## src/rtl/mux4_rr_arb.sv

```systemverilog
// Four-requester valid/ready arbiter feeding one registered output stage.
// Define MUX4_RR_ARB_FIXED_PRIO_EN for fixed priority 0>1>2>3 instead of round-robin.
module mux4_rr_arb #(
  parameter int unsigned WIDTH = 8
) (
  input  logic             i_clk,
  input  logic             i_rst_n,
  input  logic [3:0]       i_valid,
  input  logic [WIDTH-1:0] i_data_0,
  input  logic [WIDTH-1:0] i_data_1,
  input  logic [WIDTH-1:0] i_data_2,
  input  logic [WIDTH-1:0] i_data_3,
  output logic [3:0]       o_ready,
  output logic             o_valid,
  output logic [WIDTH-1:0] o_data,
  output logic [1:0]       o_sel,
  input  logic             i_ready
);

  localparam int unsigned NREQ = 4;
  localparam int unsigned SELW = 2;

  typedef enum logic {ST_EMPTY = 1'b0, ST_FULL = 1'b1} state_e;

  state_e            state_q, state_d;
  logic [WIDTH-1:0]  data_q, data_d;
  logic [SELW-1:0]   sel_q, sel_d;
  logic [SELW-1:0]   base_c, idx_c, gidx_c;
  logic [WIDTH-1:0]  mux_c;
  logic              load_c, any_c, xfer_c;

`ifdef MUX4_RR_ARB_FIXED_PRIO_EN
  assign base_c = '0;
`else
  logic [SELW-1:0] ptr_q, ptr_d;

  // Priority pointer moves just past the last accepted requester.
  assign ptr_d  = xfer_c ? SELW'(gidx_c + SELW'(1)) : ptr_q;
  assign base_c = ptr_q;

  always_ff @(posedge i_clk) begin
    if (!i_rst_n) ptr_q <= '0;
    else          ptr_q <= ptr_d;
  end
`endif

  // First valid requester in circular order starting at base_c.
  always_comb begin
    any_c  = 1'b0;
    gidx_c = base_c;
    idx_c  = base_c;
    for (int unsigned i = 0; i < NREQ; i++) begin
      idx_c = SELW'(base_c + SELW'(i));
      if (!any_c && i_valid[idx_c]) begin
        any_c  = 1'b1;
        gidx_c = idx_c;
      end
    end
  end

  assign load_c = (state_q == ST_EMPTY) || i_ready;
  assign xfer_c = i_rst_n && load_c && any_c;

  always_comb begin
    o_ready = '0;
    if (xfer_c) o_ready[gidx_c] = 1'b1;
  end

  always_comb begin
    case (gidx_c)
      2'd0:    mux_c = i_data_0;
      2'd1:    mux_c = i_data_1;
      2'd2:    mux_c = i_data_2;
      default: mux_c = i_data_3;
    endcase
  end

  // State register for the output stage.
  always_ff @(posedge i_clk) begin
    if (!i_rst_n) begin
      state_q <= ST_EMPTY;
      data_q  <= '0;
      sel_q   <= '0;
    end else begin
      state_q <= state_d;
      data_q  <= data_d;
      sel_q   <= sel_d;
    end
  end

  // Refill wins over drain, giving back-to-back beats while i_ready is high.
  always_comb begin
    state_d = state_q;
    data_d  = data_q;
    sel_d   = sel_q;
    if (xfer_c) begin
      state_d = ST_FULL;
      data_d  = mux_c;
      sel_d   = gidx_c;
    end else if ((state_q == ST_FULL) && i_ready) begin
      state_d = ST_EMPTY;
    end
  end

  always_comb begin
    o_valid = (state_q == ST_FULL);
    o_data  = data_q;
    o_sel   = sel_q;
  end

endmodule
```

## config.mk

```make
export PLATFORM = sky130hd
export DESIGN_NAME = mux4_rr_arb
export DESIGN_NICKNAME = d
export VERILOG_FILES = /design/src/rtl/mux4_rr_arb.sv
export SDC_FILE = /design/constraint.sdc
export NUM_CORES = 1
export LEC_CHECK = 0
export BUFFER_PORTS_ARGS = -buffer_cell sky130_fd_sc_hd__buf_2
export CAP_MARGIN = 40
export CELL_PAD_IN_SITES_DETAIL_PLACEMENT = 2
export CELL_PAD_IN_SITES_GLOBAL_PLACEMENT = 2
export CORE_MARGIN = 1.5
export CORE_UTILIZATION = 19
export CTS_CLUSTER_DIAMETER = 200
export DETAILED_ROUTE_END_ITERATION = 6
export GPL_TIMING_DRIVEN = 0
export PLACE_DENSITY = 0.78
export SYNTH_ARGS = -nofsm -noshare
export SYNTH_HDL_FRONTEND = slang
export SYNTH_SLANG_ARGS = --single-unit
```

## constraint.sdc

```tcl
create_clock -name i_clk -period 1.8 [get_ports i_clk]
set_input_delay 0.09 -clock i_clk [delete_from_list [all_inputs] [get_ports i_clk]]
set_output_delay 0.09 -clock i_clk [all_outputs]
set_load 0.05 [all_outputs]
```

**Word level (Yosys, flattened, before mapping)**

Cells that the tools add are included.

- Register bits: 13
- Input port bits: 39

- Add/sub/neg operators: 4
- $lt $le $gt $ge: 6
- Eq/ne operators: 2
- Multiplexer cells: 21
- Bitwise gates (word level): 1
- Reduce and logical (&&, ||, !) cells: 13

Operators by type and width:

| operator | number |
|---|---|
| $pmux 8 s3 | 1 |
| $lt 2x3->1 const B | 5 |
| $mux 1 | 11 |
| $bmux 1 s2 | 4 |
| $logic_and 1x1->1 | 7 |
| $mux 2 | 3 |
| $add 2x1->2 const B | 2 |
| $add 2x2->2 const B | 2 |
| $mux 4 | 1 |
| $logic_not 1->1 | 3 |
| $demux 1 s2 | 1 |
| $eq 2x1->1 const B | 1 |
| $eq 2x2->1 const B | 1 |
| $ge 2x1->1 const B | 1 |
| $logic_not 2->1 | 1 |
| $reduce_bool 2->1 | 1 |
| $logic_or 1x1->1 | 1 |
| $not 1->1 | 1 |

**Depth between registers and ports, before layout**

Gate-level depths: netlist (run 1).

- Depth after elaboration: 17
- Depth in mapped cells: 10
- Mapped depth without buffers: 8

**Least setup slack after synthesis (run 1)**

OpenSTA, ideal clock, no wires.

- Path type: register to output
- Start point: reg ptr_q[1] (netlist: base_c[1])
- End point: out o_ready[1]
- Data arrival time: 2.035 ns
- Required time: 1.710 ns
- Path slack: -0.325 ns
- Stages on the path, launching flop included: 8
- Buffers on the path: 1
- Cells stage by stage: dfxtp_1 -> or2_2 -> a21oi_1 -> o31a_1 -> ha_1 -> clkbuf_1 -> inv_1 -> nor2_1

- Word-level cells in the longest chain between the ends: 17
- Elaborated cells between the ends (all ways): 31
- Classes of those cells: add/sub: 3; order compare: 2; mux: 18; reduce/logical: 8

Ends and longest elaborated chain:

| element | RTL line | text |
|---|---|---|
| start, declared | 35 | `logic [SELW-1:0] ptr_q, ptr_d;` |
| start signal, assigned | 43 | `else ptr_q <= ptr_d;` |
| parallel branches: the longest is 16 deep, another holds $lt 2x3->1 | - |  |
| $mux 4 (*) | 66 | `if (xfer_c) o_ready[gidx_c] = 1'b1;` |
| end, declared | 13 | `output logic [3:0] o_ready,` |

Mark *: on every way between the ends. The select of a mux whose other input is x is not followed.

**Final worst setup path (run 1)**

- Start point: reg ptr_q[1] (netlist: base_c[1])
- End point: reg data_q[7] (netlist: o_data[7])

- Word-level cells in the longest chain between the ends: 14
- Elaborated cells between the ends (all ways): 29
- Classes of those cells: add/sub: 3; eq/ne: 2; mux: 16; reduce/logical: 8

Ends and longest elaborated chain:

| element | RTL line | text |
|---|---|---|
| parallel branches: the longest is 11 deep, another holds $add 2x1->2 | - |  |
| $mux 2 (*) | 54 | `if (!any_c && i_valid[idx_c]) begin` |
| via gidx_c[1] | 28 | `logic [SELW-1:0] base_c, idx_c, gidx_c;` |
| $eq 2x2->1, or another cell as far along | 70 | `case (gidx_c)` |
| $pmux 8 s3 (*) | 70 |  |
| end signal, assigned | 86 | `data_q <= data_d;` |
| end, declared | 26 | `logic [WIDTH-1:0] data_q, data_d;` |

Mark *: on every way through the listed nets, which the timed path passes. The select of a mux whose other input is x is not followed.
A chain may end at the register's enable or synchronous reset.

==> flow_summary.yaml, run 1 <==
logic_synthesis:
  netlist_instances: 104
  synth_cell_types: 27
  yosysTopAreaCellShare: 0.301
  yosysWarningCount: 0
  ys.flop_type: "dfxtp_1"
  syn-cell-area_um2: 863
  ys_ff_latch: 13
  synth_area_leader_cell: "dfxtp_1"
  synth_area_leaders: "dfxtp_1 (30%), ha_1 (7.2%), a221oi_1 (7.1%)"
  synth_edf_count: 0
  yosysSeqAreaShare: 0.301
  async_reset_ff_frac: 0
  synth_common_cells: "inv_1 (16), dfxtp_1 (13), a21oi_1 (10), a22oi_1 (8)"
  syn_area_per_cell_um2: 8.30
  synth.net_count: 148
  synth.most_common_cell: "inv_1"
drt:
  dr.pass1.iters: 4
  m1WireLength_um: 1510
  viasPerCell: 4.80
  via_count: 1119
  drt_iter0_drc: 24
  drc: 0
  wl_per_cell_um: 18.1
  wl_met3_um: 155
  met2_length_um: 2440
  drt_wl_total_um: 4210
  antenna_left: 0
  highest_layer: "met4"
clocking:
  cts_buffer_depth: 2
  root_buffer: "clkbuf_8"
  cts.sinks: 13
  cts_tree: "built"
  cts_buffers: 3
  path_clk_slew_ns: 0.05
  clk_latency_ns: 0.24
  holdBufCountCts: 0
  htree_levels: 1
timing:
  maxSlewViolCount: 0
  setup_ws_ns: -0.278
  skew_ns: 0.00319
  tns_ns: -2.72
  hold_viol: 0
  worst_pin_slew_ns: 0.480
  fin_crit_sh: 1.15
  max_freq_ghz: 0.481
  rsz0062_at_grt: "yes"
  finalSetupViolCount: 12
  holdWs_ns: 0.184
  fin_crit_ns: 2.08
  slew-limit-headroom: 0.680
layout:
  nFillCells: 481
  layout.nets: 226
  antenna_cells: 0
  layout-drive-gt1-share: 0.757
  area_growth_pct: 105
setup_path:
  cp-start-kind: "register"
  end_kind: "register"
  reg2reg_from: "base_c[1]"
  crit_start: "base_c[1]"
  worstPathArrival_ns: 2.21
  cp_max_fo: 5
  critPathKind: "register to register"
  required_ns: 1.93
floorplan:
  die_w_um: 70.4
  start_util: 0.198
  dieArea_um2: 4960
  rows: 24
  die_y_um: 70.4
  coreArea_um2: 4350
  pin_count: 54
power:
  ir_drop_mv: 0.423
  total_leakage_power_nw: 0.812
  powerDensity_nw_per_um2: 1130
placement:
  place_ws_ns: -0.492
  gp_congestion: 0.702
  hpwlAfterDp_um: 2740
  portBuffers: 53
run:
  drv_cap: 0
hold_path:
  hp-start: "i_rst_n"
  worst_hold_path_type: "primary input to register"
outcome:
  violations: "setup timing"
  status: "finished, violations left"
global_route:
  grt_pass1_vias: 1266
  grt_max_degree: 11
  gr-total-overflow: 0
  grt_antenna_before_repair: 0
  grt_use_total: 0.178
  grt_pass1_wl_um: 6750
==> registers in the layout, summed over array words and instances, names as in the netlist <==
signal   count
base_c       2
o_data       8
o_sel        2
o_valid      1
==> power breakdown <==
group	leakage, nW	switching (W)	internal, W
logic	0.680	0.000735	0.000612
registers	0.109	0.0000437	0.000361
clock network	0.0228	0.0000983	0.000156
==> repair_timing <==
action / in CTS / in global routing
cloned: 2 / 0
pin swaps: 13 / 18
gates resized for setup: 49 / 19
setup buffers: 17 / 3
endpoints found under the setup margin: 12 / 13
==> cells by family after synthesis <==
group,count (synthesis),synth area share
buf+inv,24,0.123
simple gates,19,0.136
fa+ha+maj,5,0.0725
flops,13,0.301
compound gates,43,0.367
==> layout make-up <==
cell class,count,area (µm²),share of cell area
buffer,6,76.3,0.0431
clock buffer,4,45.0,0.0254
inverter,16,60.1,0.0339
multi-input combinational,67,732,0.413
sequential,13,268,0.151
tap,52,65.1,0.0367
timing repair buffer,75,524,0.296
==> final timing paths <==
path,depth (start not counted),end,slack [ns]
max reg2reg,9,o_data[7],-0.28
min reg2reg,2,o_sel[0],0.48
max,9,o_data[7],-0.28
min,2,o_data[2],0.18
==> layer usage <==
metal  vias up  global-route usage
met2        33               0.352
met4         0              0.0662
met5         -                   0
met1       545               0.187
met3         9              0.0245
li1        532                   -
==> critical path, cell delays in order, from the launching register on <==
cell	delay, ns
dfxtp_4	0.35
or2_4	0.23
a21oi_2	0.13
o31a_1	0.30
inv_2	0.13
ha_4	0.19
buf_8	0.13
a22oi_2	0.18
a221oi_2	0.10
a31o_2	0.23
==> metrics by stage <==
stage,cell area [µm²],util,power [W],instances
final,1770,0.407,0.00201,233
after global routing,1770,0.407,0.00214,233
after CTS,1700,0.391,0.00192,231
after detailed placement,1290,0.295,0.00125,209
after global placement,1290,0.295,0.00122,209
after floorplan,956,-,0.00102,104
==> cell usage in the layout, fill, tap and decap left out, drive strengths merged <==
| cell type | count |
|---|---|
| buf | 79 |
| inv | 16 |
| dfxtp | 13 |
| a21oi | 10 |
| a22oi | 8 |
| a221oi | 8 |
| a31o | 8 |
| clkbuf | 6 |
| ha | 5 |
| o21ai | 5 |
| nor2 | 5 |
| nand3 | 4 |
| nor2b | 4 |
| nand2b | 2 |
| nand2 | 1 |
| or2 | 1 |
| o31a | 1 |
| a211o | 1 |
| o211ai | 1 |
| or4 | 1 |
| o211a | 1 |
| and2b | 1 |
Note: power is estimated with default switching activity, not from simulation.
==> run 2, diff against run 1 <==
--- a/config.mk
+++ b/config.mk
@@ -11,10 +11,13 @@
 export CELL_PAD_IN_SITES_GLOBAL_PLACEMENT = 2
 export CORE_MARGIN = 1.5
 export CORE_UTILIZATION = 19
+export CTS_BUF_LIST = sky130_fd_sc_hd__clkbuf_4 sky130_fd_sc_hd__clkbuf_8 sky130_fd_sc_hd__clkbuf_16
 export CTS_CLUSTER_DIAMETER = 200
 export DETAILED_ROUTE_END_ITERATION = 6
 export GPL_TIMING_DRIVEN = 0
 export PLACE_DENSITY = 0.78
+export RECOVER_POWER = 50
+export SETUP_SLACK_MARGIN = 0.1
 export SYNTH_ARGS = -nofsm -noshare
 export SYNTH_HDL_FRONTEND = slang
 export SYNTH_SLANG_ARGS = --single-unit
==> flow_summary.yaml, run 2 (same netlist as run 1, synthesis figures left out) <==
outcome:
  status: "finished, violations left"
  violations: "setup timing"
timing:
  maxSlewViolCount: 0
  fin_crit_sh: 1.12
  hold_viol: 0
  fin_crit_ns: 2.02
  setup_ws_ns: -0.219
  rsz0062_at_grt: "yes"
  slew-limit-headroom: 0.685
  tns_ns: -2.19
  skew_ns: 0.000538
  worst_pin_slew_ns: 0.473
  max_freq_ghz: 0.495
  finalSetupViolCount: 12
setup_path:
  worstPathArrival_ns: 1.93
  end_kind: "output port"
  crit_path_max_incr_delay_ns: 0.36
  critPathKind: "register to output port"
  cp_max_fo: 5
  crit_chain: "buf_6, nand2_4, a21oi_2, o31a_1, inv_2, ha_4, clkbuf_16, inv_6, nor2_4, buf_8"
  rrSetupSlack_ns: -0.22
  required_ns: 1.71
  cp-start-kind: "register"
  cp_slowest_cell: "dfxtp_4"
floorplan:
  pin_count: 54
  rows: 24
  coreArea_um2: 4350
  start_util: 0.198
  die_w_um: 70.4
  dieArea_um2: 4960
  die_y_um: 70.4
global_route:
  grt_use_total: 0.171
  grt_pass1_vias: 1273
  grt_antenna_before_repair: 0
  grt_max_degree: 11
  grt_pass1_wl_um: 6420
  gr-total-overflow: 0
clocking:
  cts_buffer_depth: 2
  cts_buffers: 3
  path_clk_slew_ns: 0.05
  holdBufCountCts: 0
  clk_latency_ns: 0.24
  root_buffer: "clkbuf_8"
  cts.sinks: 13
  htree_levels: 1
  cts_tree: "built"
layout:
  antenna_cells: 0
  final_cell_mix: "buf_2 (49), inv_1 (12), buf_4 (11), dfxtp_1 (11)"
  stdcell_count: 230
  layout.nets: 223
  layout-drive-gt1-share: 0.736
  layout_commonest_cell: "buf_2"
  area_growth_pct: 105
  largest_register_ffs: 8
  nFillCells: 489
  finalCoreUtilization: 0.406
run:
  drv_cap: 0
drt:
  antenna_left: 0
  via_count: 1103
  wl_per_cell_um: 18.7
  viasPerCell: 4.80
  drt_iter0_drc: 17
  dr.pass1.iters: 4
  drc: 0
  drt_wl_total_um: 4300
power:
  p_int_w: 0.00113
  p_seq_frac: 0.201
  p_switching_w: 0.000894
  powerDensity_nw_per_um2: 1150
  comb_power_share: 0.662
  ir_drop_mv: 0.497
  total_power_w: 0.00203
  total_leakage_power_nw: 0.804
  switching_share: 0.441
  p_clk_frac: 0.136
hold_path:
  worst_hold_path_type: "primary input to register"
placement:
  gp_congestion: 0.733
  dp.cells: 209
  portBuffers: 53
  place_ws_ns: -0.477
  hpwlAfterDp_um: 2650
## run 2: cell types whose count changed in the layout (fill, tap and decap cells not counted), moves of 2 or more
cell and change:
inv_6 +2, buf_4 -4, buf_6 +2, buf_8 -2
inv_1 +2, clkbuf_16 +2, inv_2 -5
## run 2: critical path, delay by kind of cell (launching register included)
kind                       cells  cell delay (ns)
buffers and inverters          5             0.60
AOI/OAI and AO/OA              2             0.41
DFF                            1             0.36
adders and majority gates      1             0.17
and+or+nand+nor                2             0.15
## run 2: per-layer routing
layer	share of wire	up-vias	GRT usage
met5	0	-	0
met4	0.033	0	0.0833
met3	0.034	12	0.0274
met2	0.57	33	0.335
met1	0.36	533	0.169
li1	-	525	-
## run 2: power groups by stage
stage                     clock (W)  combinational, W  sequential [W]
after floorplan                   0          0.000423        0.000600
after global placement            0          0.000809        0.000407
after detailed placement          0          0.000841        0.000408
after CTS                  0.000287           0.00123        0.000402
after global routing       0.000299           0.00142        0.000416
final                      0.000276           0.00134        0.000408
## run 2: repair_timing
| item | 4_1_cts | 5_1_grt |
|---|---|---|
| gates cloned | 3 | 0 |
| buffers inserted | 11 | 4 |
| gates resized for setup | 51 | 16 |
| pin swaps | 16 | 11 |
| setup endpoints to repair | 13 | 13 |
## run 2: worst paths after layout
check | from | end | cells past startpoint
max | base_c[1] | o_ready[2] | 10
min | i_rst_n | o_data[3] | 2
max reg2reg | base_c[1] | o_data[0] | 9
min reg2reg | o_data[3] | o_data[3] | 1
## run 2: metrics by stage
| stage | hold WS (ns) | area [µm²] |
|---|---|---|
| final | 0.175 | 1770 |
| after global routing | 0.174 | 1770 |
| after CTS | 0.168 | 1700 |
| after detailed placement | 0.425 | 1290 |
| after global placement | 0.419 | 1290 |
| after floorplan | 0.243 | 956 |
## run 2: layout make-up
type / count / area [µm²] / share of cell area
Clock buffer: 4 / 48.8 / 0.0276
Inverter: 16 / 72.6 / 0.0411
Sequential cell: 13 / 265 / 0.150
Multi-Input combinational cell: 67 / 722 / 0.409
Timing Repair Buffer: 71 / 482 / 0.273
Buffer: 7 / 111 / 0.0630
Tap cell: 52 / 65.1 / 0.0368
==> run 3, diff against run 2 <==
--- a/config.mk
+++ b/config.mk
@@ -16,8 +16,8 @@
 export DETAILED_ROUTE_END_ITERATION = 6
 export GPL_TIMING_DRIVEN = 0
 export PLACE_DENSITY = 0.78
-export RECOVER_POWER = 50
 export SETUP_SLACK_MARGIN = 0.1
 export SYNTH_ARGS = -nofsm -noshare
 export SYNTH_HDL_FRONTEND = slang
 export SYNTH_SLANG_ARGS = --single-unit
+export TNS_END_PERCENT = 30
==> flow_summary.yaml, run 3 (same netlist as run 1, synthesis figures left out) <==
setup_path:
  worstPathArrival_ns: 2.18
  end_kind: "register"
  cp_slowest_cell: "dfxtp_4"
  critPathKind: "register to register"
  cp_max_fo: 8
  reg2reg_to: "o_data[0]"
  required_ns: 1.94
  reg2reg_from: "base_c[0]"
  r2r_cells: 11
  rrSetupSlack_ns: -0.24
  crit_chain: "nor2b_2, o21ai_1, o211ai_1, buf_4, buf_4, ha_4, buf_8, buf_4, a21oi_4, a221oi_2, a31o_2"
  crit_path_max_incr_delay_ns: 0.38
  cp-start-kind: "register"
  cpMostUsedCell: "buf_4"
floorplan:
  start_util: 0.198
  coreArea_um2: 4350
  die_w_um: 70.4
  pin_count: 54
  dieArea_um2: 4960
  rows: 24
  die_y_um: 70.4
timing:
  fin_crit_sh: 1.13
  hold_viol: 0
  setup_ws_ns: -0.238
  finalSetupViolCount: 12
  maxSlewViolCount: 0
  slew-limit-headroom: 0.663
  worst_pin_slew_ns: 0.505
  fin_crit_ns: 2.04
  rsz0062_at_grt: "yes"
  skew_ns: 0.00396
  max_freq_ghz: 0.491
  holdWs_ns: 0.186
clocking:
  holdBufCountCts: 0
  cts.sinks: 13
  clk_latency_ns: 0.25
  path_clk_slew_ns: 0.06
  cts_buffers: 3
  cts_tree: "built"
  htree_levels: 1
  root_buffer: "clkbuf_8"
  cts_buffer_depth: 2
power:
  powerDensity_nw_per_um2: 1150
  p_switching_w: 0.000870
  comb_power_share: 0.646
  p_clk_frac: 0.148
  switching_share: 0.441
  total_power_w: 0.00197
  p_int_w: 0.00110
  p_seq_frac: 0.206
  total_leakage_power_nw: 0.783
  ir_drop_mv: 0.380
layout:
  layout_commonest_cell: "buf_2"
  layout-drive-gt1-share: 0.720
  final_cell_mix: "buf_2 (49), inv_1 (11), buf_4 (11), dfxtp_1 (11), a22oi_2 (8)"
  layout.nets: 220
  stdcell_count: 227
  largest_register_ffs: 8
  stdcell_area_um2: 1720
  antenna_cells: 0
  area_growth_pct: 98.7
outcome:
  violations: "setup timing"
  status: "finished, violations left"
hold_path:
  hold_end: "o_data[2]"
  whs_path_depth: 2
  hp-start: "i_rst_n"
  worst_hold_path_type: "primary input to register"
placement:
  dp.cells: 209
  hpwlAfterDp_um: 2820
  dpl_cell_area_um2: 1250
  portBuffers: 53
  gp_congestion: 0.743
drt:
  antenna_left: 0
  wl_per_cell_um: 19.0
  drc: 0
  drt_iter0_drc: 13
  via_count: 1111
  dr.pass1.iters: 2
  drt_wl_total_um: 4320
  viasPerCell: 4.89
global_route:
  grt_use_total: 0.179
  grt_pass1_vias: 1277
  grt_antenna_before_repair: 0
  gr-total-overflow: 0
  grt_pass1_wl_um: 6820
  grt_max_degree: 11
run:
  drv_cap: 0
-- run 3: changes by cell type in the layout (fill, tap and decap cells not counted), sizes merged --
cell    previous run  this run
buf               74        70
bufbuf             0         1
-- run 3: per-layer routing --
layer | GRT usage | part of all wire
met1 | 0.194 | 0.37
met2 | 0.347 | 0.56
met3 | 0.0505 | 0.062
met4 | 0.0278 | 0.0019
met5 | 0 | 0
-- run 3: worst max path at each step --
stage                     cells past startpoint   endpoint  startpoint
after floorplan                              10  o_data[0]   base_c[0]
after global placement                        9  o_data[6]   base_c[0]
after detailed placement                      9  o_data[6]   base_c[0]
after CTS                                     9  o_data[5]   base_c[1]
after global routing                         11  o_data[5]   base_c[0]
final                                        11  o_data[0]   base_c[0]
-- run 3: area by class of cell --
class / count / area [µm²]
repair buffers: 68 / 467
fillers: 471 / 2640
inverters: 16 / 60.1
plain buffers: 7 / 100
clock buffers: 4 / 48.8
multi-input cells: 67 / 707
well taps: 52 / 65.1
flip-flops and latches: 13 / 268
-- run 3: power by group through the flow --
stage / clock, W / sequential (W) / combinational [W]
floorplan: 0 / 0.000599 / 0.000393
global placement: 0 / 0.000404 / 0.000779
detailed placement: 0 / 0.000410 / 0.000816
CTS: 0.000289 / 0.000407 / 0.00122
global route: 0.000322 / 0.000414 / 0.00134
finish: 0.000292 / 0.000406 / 0.00127
-- run 3: repair_timing --
item                       4_1_cts  5_1_grt
setup endpoints to repair       13       13
gates resized for setup         54        6
gates cloned                     2        0
setup buffers                   10        3
pin swaps                       13        4
-- run 3: per-stage QoR --
step	worst slack, ns	utilization	setup TNS, ns
after global placement	-0.388	0.288	-3.48
after CTS	-0.193	0.385	-1.96
after global routing	-0.292	0.394	-3.26
final	-0.238	0.394	-2.34
after floorplan	-0.0444	-	-0.295
after detailed placement	-0.592	0.288	-5.35
-- run 3: worst max-delay path: cells and delay by family, from the launching register on --
kind	cells	cell delay (ns)
compound gates	5	0.75
buf+inv	4	0.60
fa+ha+maj	1	0.15
flops	1	0.38
simple gates	1	0.06
